File: config.mk
export PLATFORM = sky130hd
export DESIGN_NAME = cc_decoder_write_pipe_flat
export DESIGN_NICKNAME = d
export VERILOG_FILES = /design/src/rtl/cc_decoder_write_pipe_if.sv /design/src/rtl/cc_decoder_write_pipe.sv /design/src/flat_wrapper.sv
export SDC_FILE = /design/constraint.sdc
export NUM_CORES = 1
export LEC_CHECK = 0
export BUFFER_PORTS_ARGS = -buffer_cell sky130_fd_sc_hd__buf_4
export CORE_MARGIN = 3
export CORE_UTILIZATION = 40
export DETAILED_ROUTE_END_ITERATION = 8
export MAX_ROUTING_LAYER = met4
export PLACE_DENSITY = 0.66
export SYNTH_ARGS = -nofsm -noshare
export SYNTH_HDL_FRONTEND = slang
export SYNTH_SLANG_ARGS = --single-unit
File: constraint.sdc
create_clock -name CC_DECODER_WRITE_PIPE_CLOCK_50 -period 1.93 [get_ports CC_DECODER_WRITE_PIPE_CLOCK_50]
set_input_delay 0.386 -clock CC_DECODER_WRITE_PIPE_CLOCK_50 [delete_from_list [all_inputs] [get_ports CC_DECODER_WRITE_PIPE_CLOCK_50]]
set_output_delay 0.386 -clock CC_DECODER_WRITE_PIPE_CLOCK_50 [all_outputs]
set_load 0.1 [all_outputs]
File: src/rtl/cc_decoder_write_pipe_if.sv
// Write-back request bus into the register-file write decoder: two requesters
// in, one-hot strobe and status out.
interface cc_decoder_write_pipe_if #(
  parameter int unsigned SEL_W = 6,
  parameter int unsigned OUT_W = 38
);
  logic             CC_DECODER_WRITE_PIPE_AValid_In;
  logic [SEL_W-1:0] CC_DECODER_WRITE_PIPE_ASelection_In;
  logic             CC_DECODER_WRITE_PIPE_BValid_In;
  logic [SEL_W-1:0] CC_DECODER_WRITE_PIPE_BSelection_In;
  logic             CC_DECODER_WRITE_PIPE_BReady_Out;
  logic [OUT_W-1:0] CC_DECODER_WRITE_PIPE_DataDecoder_Out;
  logic             CC_DECODER_WRITE_PIPE_Valid_Out;
  logic             CC_DECODER_WRITE_PIPE_Source_Out;
  logic             CC_DECODER_WRITE_PIPE_Drop_Out;

  modport master (
    output CC_DECODER_WRITE_PIPE_AValid_In, CC_DECODER_WRITE_PIPE_ASelection_In,
           CC_DECODER_WRITE_PIPE_BValid_In, CC_DECODER_WRITE_PIPE_BSelection_In,
    input  CC_DECODER_WRITE_PIPE_BReady_Out, CC_DECODER_WRITE_PIPE_DataDecoder_Out,
           CC_DECODER_WRITE_PIPE_Valid_Out, CC_DECODER_WRITE_PIPE_Source_Out,
           CC_DECODER_WRITE_PIPE_Drop_Out
  );

  modport slave (
    input  CC_DECODER_WRITE_PIPE_AValid_In, CC_DECODER_WRITE_PIPE_ASelection_In,
           CC_DECODER_WRITE_PIPE_BValid_In, CC_DECODER_WRITE_PIPE_BSelection_In,
    output CC_DECODER_WRITE_PIPE_BReady_Out, CC_DECODER_WRITE_PIPE_DataDecoder_Out,
           CC_DECODER_WRITE_PIPE_Valid_Out, CC_DECODER_WRITE_PIPE_Source_Out,
           CC_DECODER_WRITE_PIPE_Drop_Out
  );
endinterface

File: src/rtl/cc_decoder_write_pipe.sv
// Register-file write-enable decoder: arbitrates ALU (A, priority) and load (B,
// handshake + one-entry skid) onto one write port, registered one-hot strobe.
module cc_decoder_write_pipe #(
  parameter int unsigned DATAWIDTH_DECODER_SELECTION = 6,
  parameter int unsigned DATAWIDTH_DECODER_OUT       = 38,
  parameter bit          ZERO_PROTECT                = 1'b1
) (
  input  logic                    CC_DECODER_WRITE_PIPE_CLOCK_50,
  input  logic                    CC_DECODER_WRITE_PIPE_RESET_InHigh,
  cc_decoder_write_pipe_if.slave  bus
);
  localparam int unsigned SEL_W = DATAWIDTH_DECODER_SELECTION;
  localparam int unsigned OUT_W = DATAWIDTH_DECODER_OUT;

  logic             buf_full;
  logic [SEL_W-1:0] buf_sel;

  logic             b_ready_c;
  logic             b_acc_c;
  logic             issue_c;
  logic             issue_src_c;
  logic [SEL_W-1:0] issue_sel_c;
  logic             legal_c;
  logic             buf_load_c;
  logic             buf_clear_c;
  logic [OUT_W-1:0] strobe_c;

  // B may only hand over a request while the skid slot is free and not in reset.
  assign b_ready_c = ~buf_full & ~CC_DECODER_WRITE_PIPE_RESET_InHigh;
  assign b_acc_c   = bus.CC_DECODER_WRITE_PIPE_BValid_In & b_ready_c;
  assign bus.CC_DECODER_WRITE_PIPE_BReady_Out = b_ready_c;

  // Issue selection: A first, then the parked B request, then a fresh B.
  always_comb begin
    issue_c     = 1'b0;
    issue_src_c = 1'b0;
    issue_sel_c = '0;
    buf_load_c  = 1'b0;
    buf_clear_c = 1'b0;
    if (bus.CC_DECODER_WRITE_PIPE_AValid_In) begin
      issue_c     = 1'b1;
      issue_sel_c = bus.CC_DECODER_WRITE_PIPE_ASelection_In;
      buf_load_c  = b_acc_c;
    end else if (buf_full) begin
      issue_c     = 1'b1;
      issue_src_c = 1'b1;
      issue_sel_c = buf_sel;
      buf_clear_c = 1'b1;
    end else if (b_acc_c) begin
      issue_c     = 1'b1;
      issue_src_c = 1'b1;
      issue_sel_c = bus.CC_DECODER_WRITE_PIPE_BSelection_In;
    end
  end

  // Out-of-range addresses and (optionally) the hardwired %r0 never write.
  always_comb begin
    legal_c  = (32'(issue_sel_c) < 32'(OUT_W)) &&
               !(ZERO_PROTECT && (issue_sel_c == '0));
    strobe_c = '0;
    for (int unsigned i = 0; i < OUT_W; i++) begin
      strobe_c[i] = issue_c && legal_c && (32'(issue_sel_c) == i);
    end
  end

  always_ff @(posedge CC_DECODER_WRITE_PIPE_CLOCK_50) begin
    if (CC_DECODER_WRITE_PIPE_RESET_InHigh) begin
      buf_full                              <= 1'b0;
      buf_sel                               <= '0;
      bus.CC_DECODER_WRITE_PIPE_DataDecoder_Out <= '0;
      bus.CC_DECODER_WRITE_PIPE_Valid_Out       <= 1'b0;
      bus.CC_DECODER_WRITE_PIPE_Source_Out      <= 1'b0;
      bus.CC_DECODER_WRITE_PIPE_Drop_Out        <= 1'b0;
    end else begin
      if (buf_load_c) begin
        buf_full <= 1'b1;
        buf_sel  <= bus.CC_DECODER_WRITE_PIPE_BSelection_In;
      end else if (buf_clear_c) begin
        buf_full <= 1'b0;
      end
      bus.CC_DECODER_WRITE_PIPE_DataDecoder_Out <= strobe_c;
      bus.CC_DECODER_WRITE_PIPE_Valid_Out       <= issue_c & legal_c;
      bus.CC_DECODER_WRITE_PIPE_Drop_Out        <= issue_c & ~legal_c;
      // Source keeps steering the data mux across idle cycles.
      if (issue_c) begin
        bus.CC_DECODER_WRITE_PIPE_Source_Out <= issue_src_c;
      end
    end
  end
endmodule

File: src/flat_wrapper.sv
// flat-port wrapper written by rule: the top's interface ports become plain ports
module cc_decoder_write_pipe_flat 
#(
  parameter int unsigned DATAWIDTH_DECODER_SELECTION = 6,
  parameter int unsigned DATAWIDTH_DECODER_OUT       = 38,
  parameter bit          ZERO_PROTECT                = 1'b1
)
  (CC_DECODER_WRITE_PIPE_CLOCK_50, CC_DECODER_WRITE_PIPE_RESET_InHigh, bus_CC_DECODER_WRITE_PIPE_AValid_In, bus_CC_DECODER_WRITE_PIPE_ASelection_In, bus_CC_DECODER_WRITE_PIPE_BValid_In, bus_CC_DECODER_WRITE_PIPE_BSelection_In, bus_CC_DECODER_WRITE_PIPE_BReady_Out, bus_CC_DECODER_WRITE_PIPE_DataDecoder_Out, bus_CC_DECODER_WRITE_PIPE_Valid_Out, bus_CC_DECODER_WRITE_PIPE_Source_Out, bus_CC_DECODER_WRITE_PIPE_Drop_Out);
  cc_decoder_write_pipe_if #(.SEL_W((6)), .OUT_W((38))) bus_i ();
  input  logic CC_DECODER_WRITE_PIPE_CLOCK_50;
  input  logic CC_DECODER_WRITE_PIPE_RESET_InHigh;
  input wire logic [$bits(bus_i.CC_DECODER_WRITE_PIPE_AValid_In)-1:0] bus_CC_DECODER_WRITE_PIPE_AValid_In;
  input wire logic [$bits(bus_i.CC_DECODER_WRITE_PIPE_ASelection_In)-1:0] bus_CC_DECODER_WRITE_PIPE_ASelection_In;
  input wire logic [$bits(bus_i.CC_DECODER_WRITE_PIPE_BValid_In)-1:0] bus_CC_DECODER_WRITE_PIPE_BValid_In;
  input wire logic [$bits(bus_i.CC_DECODER_WRITE_PIPE_BSelection_In)-1:0] bus_CC_DECODER_WRITE_PIPE_BSelection_In;
  output wire logic [$bits(bus_i.CC_DECODER_WRITE_PIPE_BReady_Out)-1:0] bus_CC_DECODER_WRITE_PIPE_BReady_Out;
  output wire logic [$bits(bus_i.CC_DECODER_WRITE_PIPE_DataDecoder_Out)-1:0] bus_CC_DECODER_WRITE_PIPE_DataDecoder_Out;
  output wire logic [$bits(bus_i.CC_DECODER_WRITE_PIPE_Valid_Out)-1:0] bus_CC_DECODER_WRITE_PIPE_Valid_Out;
  output wire logic [$bits(bus_i.CC_DECODER_WRITE_PIPE_Source_Out)-1:0] bus_CC_DECODER_WRITE_PIPE_Source_Out;
  output wire logic [$bits(bus_i.CC_DECODER_WRITE_PIPE_Drop_Out)-1:0] bus_CC_DECODER_WRITE_PIPE_Drop_Out;
  assign bus_i.CC_DECODER_WRITE_PIPE_AValid_In = bus_CC_DECODER_WRITE_PIPE_AValid_In;
  assign bus_i.CC_DECODER_WRITE_PIPE_ASelection_In = bus_CC_DECODER_WRITE_PIPE_ASelection_In;
  assign bus_i.CC_DECODER_WRITE_PIPE_BValid_In = bus_CC_DECODER_WRITE_PIPE_BValid_In;
  assign bus_i.CC_DECODER_WRITE_PIPE_BSelection_In = bus_CC_DECODER_WRITE_PIPE_BSelection_In;
  assign bus_CC_DECODER_WRITE_PIPE_BReady_Out = bus_i.CC_DECODER_WRITE_PIPE_BReady_Out;
  assign bus_CC_DECODER_WRITE_PIPE_DataDecoder_Out = bus_i.CC_DECODER_WRITE_PIPE_DataDecoder_Out;
  assign bus_CC_DECODER_WRITE_PIPE_Valid_Out = bus_i.CC_DECODER_WRITE_PIPE_Valid_Out;
  assign bus_CC_DECODER_WRITE_PIPE_Source_Out = bus_i.CC_DECODER_WRITE_PIPE_Source_Out;
  assign bus_CC_DECODER_WRITE_PIPE_Drop_Out = bus_i.CC_DECODER_WRITE_PIPE_Drop_Out;
  cc_decoder_write_pipe #(.DATAWIDTH_DECODER_SELECTION(DATAWIDTH_DECODER_SELECTION), .DATAWIDTH_DECODER_OUT(DATAWIDTH_DECODER_OUT), .ZERO_PROTECT(ZERO_PROTECT)) u_core (.CC_DECODER_WRITE_PIPE_CLOCK_50(CC_DECODER_WRITE_PIPE_CLOCK_50), .CC_DECODER_WRITE_PIPE_RESET_InHigh(CC_DECODER_WRITE_PIPE_RESET_InHigh), .bus(bus_i));
endmodule
# ---- Yosys cells after proc, flatten, opt, wreduce, memory -nomap -nowiden
# Index checks and enable logic that the tools add are counted.
# Widths: inputs -> output; s select.
dict set report classes {
  magnitude_cmp 1
  reduce_logical 43
  mux 12
  bitwise 7
  eq_ne 37
}
# op n
set op_table {}
lappend op_table {{$eq 6x5->1 const B} 16}
lappend op_table {{$eq 6x4->1 const B} 8}
lappend op_table {{$logic_and 1x1->1} 40}
lappend op_table {{$eq 6x6->1 const B} 6}
lappend op_table {{$eq 6x3->1 const B} 4}
lappend op_table {{$mux 6} 3}
lappend op_table {{$eq 6x2->1 const B} 2}
lappend op_table {{$mux 1} 9}
lappend op_table {{$eq 6x1->1 const B} 1}
lappend op_table {{$logic_not 6->1} 1}
lappend op_table {{$lt 6x6->1 const B} 1}
lappend op_table {{$and 1x1->1} 4}
lappend op_table {{$not 1->1} 3}
lappend op_table {{$reduce_bool 2->1} 1}
lappend op_table {{$logic_not 1->1} 1}
dict set report word_totals {
  register_bits 48
}

# ---- Logic depth before layout (Yosys ltp)
dict set report depth {
  ltp_word 11
  ltp_mapped 8
}

# ---- Worst setup path before layout
# Ideal clock, no wire load.
dict set report synth_timing {
  path_kind {input-to-output}
  startpoint {input CC_DECODER_WRITE_PIPE_RESET_InHigh}
  endpoint {output bus_CC_DECODER_WRITE_PIPE_BReady_Out}
  arrival_time_ps 1873
  cell_stages 2
  slack_ps -329
  path_cell_list {clkbuf_1 > nor2_1}
}
dict set report synth_between {
  elab_chain_cells 2
}
# element line_no
set synth_lines {}
lappend synth_lines {{from (decl)} flat_wrapper.sv:11} ;# input logic CC_DECODER_WRITE_PIPE_RESET_InHigh;
lappend synth_lines {{$not 1->1} cc_decoder_write_pipe.sv:29} ;# assign b_ready_c = ~buf_full & ~CC_DECODER_WRITE_PIPE_RESET_InHigh;
lappend synth_lines {{$and 1x1->1} cc_decoder_write_pipe.sv:29}
lappend synth_lines {{to (decl)} flat_wrapper.sv:16} ;# output wire logic [$bits(bus_i.CC_DECODER_WRITE_PIPE_BReady_Out)-1:0] bus_CC_DECODER_WRITE_PIPE_BReady_Out;
# Every way passes these cells.

# ---- Final worst setup path
dict set report layout_timing {
  startpoint {register u_core.buf_full}
  endpoint {register u_core.bus.CC_DECODER_WRITE_PIPE_DataDecoder_Out[36]}
}
dict set report layout_between {
  elab_chain_cells 11
}
# element line_no
set layout_lines {}
lappend layout_lines {{from (decl)} cc_decoder_write_pipe.sv:15} ;# logic buf_full;
lappend layout_lines {{from (signal assigned)} cc_decoder_write_pipe.sv:68} ;# buf_full <= 1'b0;
lappend layout_lines {{from (signal assigned)} cc_decoder_write_pipe.sv:76} ;# buf_full <= 1'b1;
lappend layout_lines {{from (signal assigned)} cc_decoder_write_pipe.sv:79} ;# buf_full <= 1'b0;
lappend layout_lines {{branches (longest 10 deep; another with $lt 6x6->1)} --}
lappend layout_lines {{$logic_and 1x1->1 *} cc_decoder_write_pipe.sv:62} ;# strobe_c[i] = issue_c && legal_c && (32'(issue_sel_c) == i);
lappend layout_lines {{to (signal assigned)} cc_decoder_write_pipe.sv:81} ;# bus.CC_DECODER_WRITE_PIPE_DataDecoder_Out <= strobe_c;
lappend layout_lines {{to (decl)} cc_decoder_write_pipe_if.sv:28} ;# output CC_DECODER_WRITE_PIPE_BReady_Out, CC_DECODER_WRITE_PIPE_DataDecoder_Out,
# Mark *: on every way between the ends.
# A chain may end at the register's enable or synchronous reset.

==> metrics.md <==
| Metric | Value |
|---|---|
| Hold Path Class | primary input to flip-flop |
| Largest delay share family, worst path | simple AND/OR/NAND/NOR gates |
| Initial antenna violation count | 0 |
| Final core occ | 0.585 |
| First drt pass iteration count | 4 |
| CP Max Fanout | 7 |
| Critical path class | flip-flop to flip-flop |
| Count of cell types in the netlist | 46 |
| Total number of vias | 1572 |
| Setup TNS | 0 ns |
| Slowest-stage cell, CP | dfxtp_2 |
| Layout Nets | 273 |
| Pin count of the biggest net entering global routing | 18 |
| Global route overflow | 0 |
| I/O pin total | 58 |
| Worst skew pair latency | 0.29 ns |
| Fmax achieved | 563 MHz |
| Clock transition at path regs | about 0.090 ns |
| Synthesized area | 0.00188 mm^2 |
| Leakage power | approximately 0.0011 uW |
| Bufs and invs on worst path | 1 |
| CTS Buffer Depth | 2 |
| Die W | approximately 75 um |
| CTS H-Tree Depth | 2 |
| RSZ-0062 raised after global routing | no |
| Most used DFF post-synth | dfxtp_1 |
| CP arrival | 1.97 ns |
| Period utilization | 0.920 |
| TritonCTS clock tree | done |
| CP peak stage delay | 0.37 ns |
| Post-Route WL | about 4.3 mm |
| Via density | 5.07 |
| DRC | 0 |
| Core Box Area | 0.00444 mm^2 |
| Hold Path Depth | 3 |
| Num CTS Buffers | 5 |
| Register area share after synthesis | 0.511 |
| Hold_buf cts | 0 |
| Wirelength per Cell | 13.8 um |
| Reg2reg start | u_core.buf_full |
| Post-synth EDFFs | 0 |
| # diodes | 0 |
| Total Die Area | 0.00556 mm^2 |
| Initial core utilization | 0.423 |
| Final Critical Period | 1.78 ns |
| Worst setup margin | ~0.15 ns |
| Commonest cells in the netlist | 48 x dfxtp_1, 29 x nor2_1, 10 x nor3_1 |
| First DRT Iteration DRCs | 86 |
| Power Density | between 700 and 800 mW/mm^2 |
| Syn Nets | 197 |
| Area growth from synthesis to layout | 38.2% |
| Top-count cell post-synth | dfxtp_1 |
| First-pass GRT wire length | 6.69 mm |
| Final ANT Viol Nets | 0 |
| Asr flop ratio synth | 0 |
| Yosys reg bits | 48 |
| CP required | 2.12 ns |
| Critical path launch point | u_core.buf_full |
| Crit. End Element | flip-flop |
| Synth area leader | dfxtp_1 |
| Hold Crit Start | bus_CC_DECODER_WRITE_PIPE_BSelection_In[1] |
| Clock sinks | 48 |
| Fin. max-slew vios | 0 |
| Floorplan row count | 24 |
| Status | finished, final reports clean |
| Placed wire-length estimate | 3.24 mm |
| Max cap viols | 0 |
| Root Driver | clkbuf_8 |
| Largest cells by area after synthesis | dfxtp_1 51%, nor2_1 5.8%, nor3_2 4.8% |
| R2R Setup Slk | approximately 0.15 ns |
| Synthesized area per cell | 10.4 um^2 |
| Die Y-Extent | 74.6 um |
| Worst path depth | 6 |
| Setup Skew | 0.00671 ns |
| Cells after Synth | between 150 and 200 |
| Hold Path End | u_core.buf_sel[1] |
| Worst-path cell chain | buf_4 -> nor4bb_2 -> o22ai_1 -> nor2_1 -> nand4_4 -> nor4_2 |
| Share of layout cells above drive strength 1 | 0.453 |
| Dpl ws | 0.0121 ns |
| Yosys warns | 0 |
| CP Launch Type | flip-flop |
| GRT Overall Usage | 0.165 |
| Share of the synthesized area in the top cell type | 0.511 |
| Final hold vios | 0 |
| Vias in the first global route | 1451 |
| IO buf count | 57 |
| Final setup viols | 0 |
| Largest vdd supply drop | 0.408 mV |
| RePlAce Congestion | slightly above 0.8 |
| Power after layout | between 2000 and 2500 uW |
| R2R depth | 6 |
==> state kept, by name, summed over array words and instances, names as in the netlist <==
name	count
u_core.buf_full	1
u_core.bus.CC_DECODER_WRITE_PIPE_Drop_Out	1
u_core.bus.CC_DECODER_WRITE_PIPE_Valid_Out	1
u_core.buf_sel	6
u_core.bus.CC_DECODER_WRITE_PIPE_DataDecoder_Out	38
u_core.bus.CC_DECODER_WRITE_PIPE_Source_Out	1
==> cells by family (layout without fill, tap and decap cells) <==
| group | count (synthesis) | count (layout) | share of synthesized area |
|---|---|---|---|
| AOI/OAI and AO/OA | 32 | 32 | 0.141 |
| and+or+nand+nor | 82 | 82 | 0.272 |
| other | 1 | 1 | 0.00199 |
| buffers and inverters | 12 | 89 | 0.0425 |
| muxes | 6 | 6 | 0.0319 |
| DFF | 48 | 48 | 0.511 |
==> per-layer routing <==
layer | up-vias | track usage | wire length (um)
li1 | 802 | - | -
met1 | 723 | 0.221 | 2000
met2 | 41 | 0.238 | 1980
met3 | 6 | 0.0378 | 225
met4 | 0 | 0.0672 | 69
met5 | - | - | 0
==> cell usage in the layout, fill, tap and decap left out, types with 3 or more instances in the layout <==
cell      Yosys  routed
nor3_2        9       9
nand3_1       4       4
o21ai_2       2       3
clkbuf_8      0       6
nor4_2        1       3
nor2_1       29      28
nand2_1       7       7
buf_4         2      79
a21oi_1       4       4
nand2b_1      3       3
mux2i_1       6       6
o21ai_1       4       3
dfxtp_1      48      47
nand3b_1      5       5
o21ai_0       3       3
nor3_1       10      10
==> where the power goes <==
| group | leakage (uW) | total, uW | switching, uW | internal, uW |
|---|---|---|---|---|
| Combinational | 0.000643 | 374 | 242 | 132 |
| Sequential | 0.000389 | 1010 | 7.75 | 1010 |
| Clock | 0.0000516 | 619 | 326 | 293 |
==> worst reg2reg max path: cells and delay by family, from the launching register on <==
family | cells | cell delay, ns
AO/OA/AOI/OAI | 1 | 0.18
flip-flops | 1 | 0.37
AND/OR/NAND/NOR | 4 | 0.97
buffers and inverters | 1 | 0.15
==> per-stage QoR <==
step	area (um^2)	hold slack, ns	std cells
2_1_floorplan	1880	0.461	181
3_3_place_gp	2480	0.480	301
3_5_place_dp	2480	0.487	301
4_1_cts	2570	0.330	309
5_1_grt	2600	0.345	310
6_report	2600	0.337	310
==> timing repair <==
action                                  in CTS  in global routing
gates resized for setup                      0                  4
endpoints found under the setup margin       0                  6
buffers inserted                             0                  1
==> layout make-up <==
cell class | count | area (um^2)
Sequential cell | 48 | 962
Multi-Input combinational cell | 121 | 860
Tap cell | 52 | 65.1
Timing Repair Buffer | 80 | 613
Clock buffer | 6 | 82.6
Inverter | 1 | 3.75
Clock inverter | 2 | 13.8
Fill cell | 384 | 1840
==> worst max-delay path by stage <==
stage / end / slack [ns]
floorplan: bus_CC_DECODER_WRITE_PIPE_BReady_Out / 0.13
global placement: flip-flop / 0.04
detailed placement: flip-flop / 0.01
CTS: flip-flop / 0.06
global route: flip-flop / 0.04
finish: flip-flop / 0.15
Power figures use the tool's default switching activity.
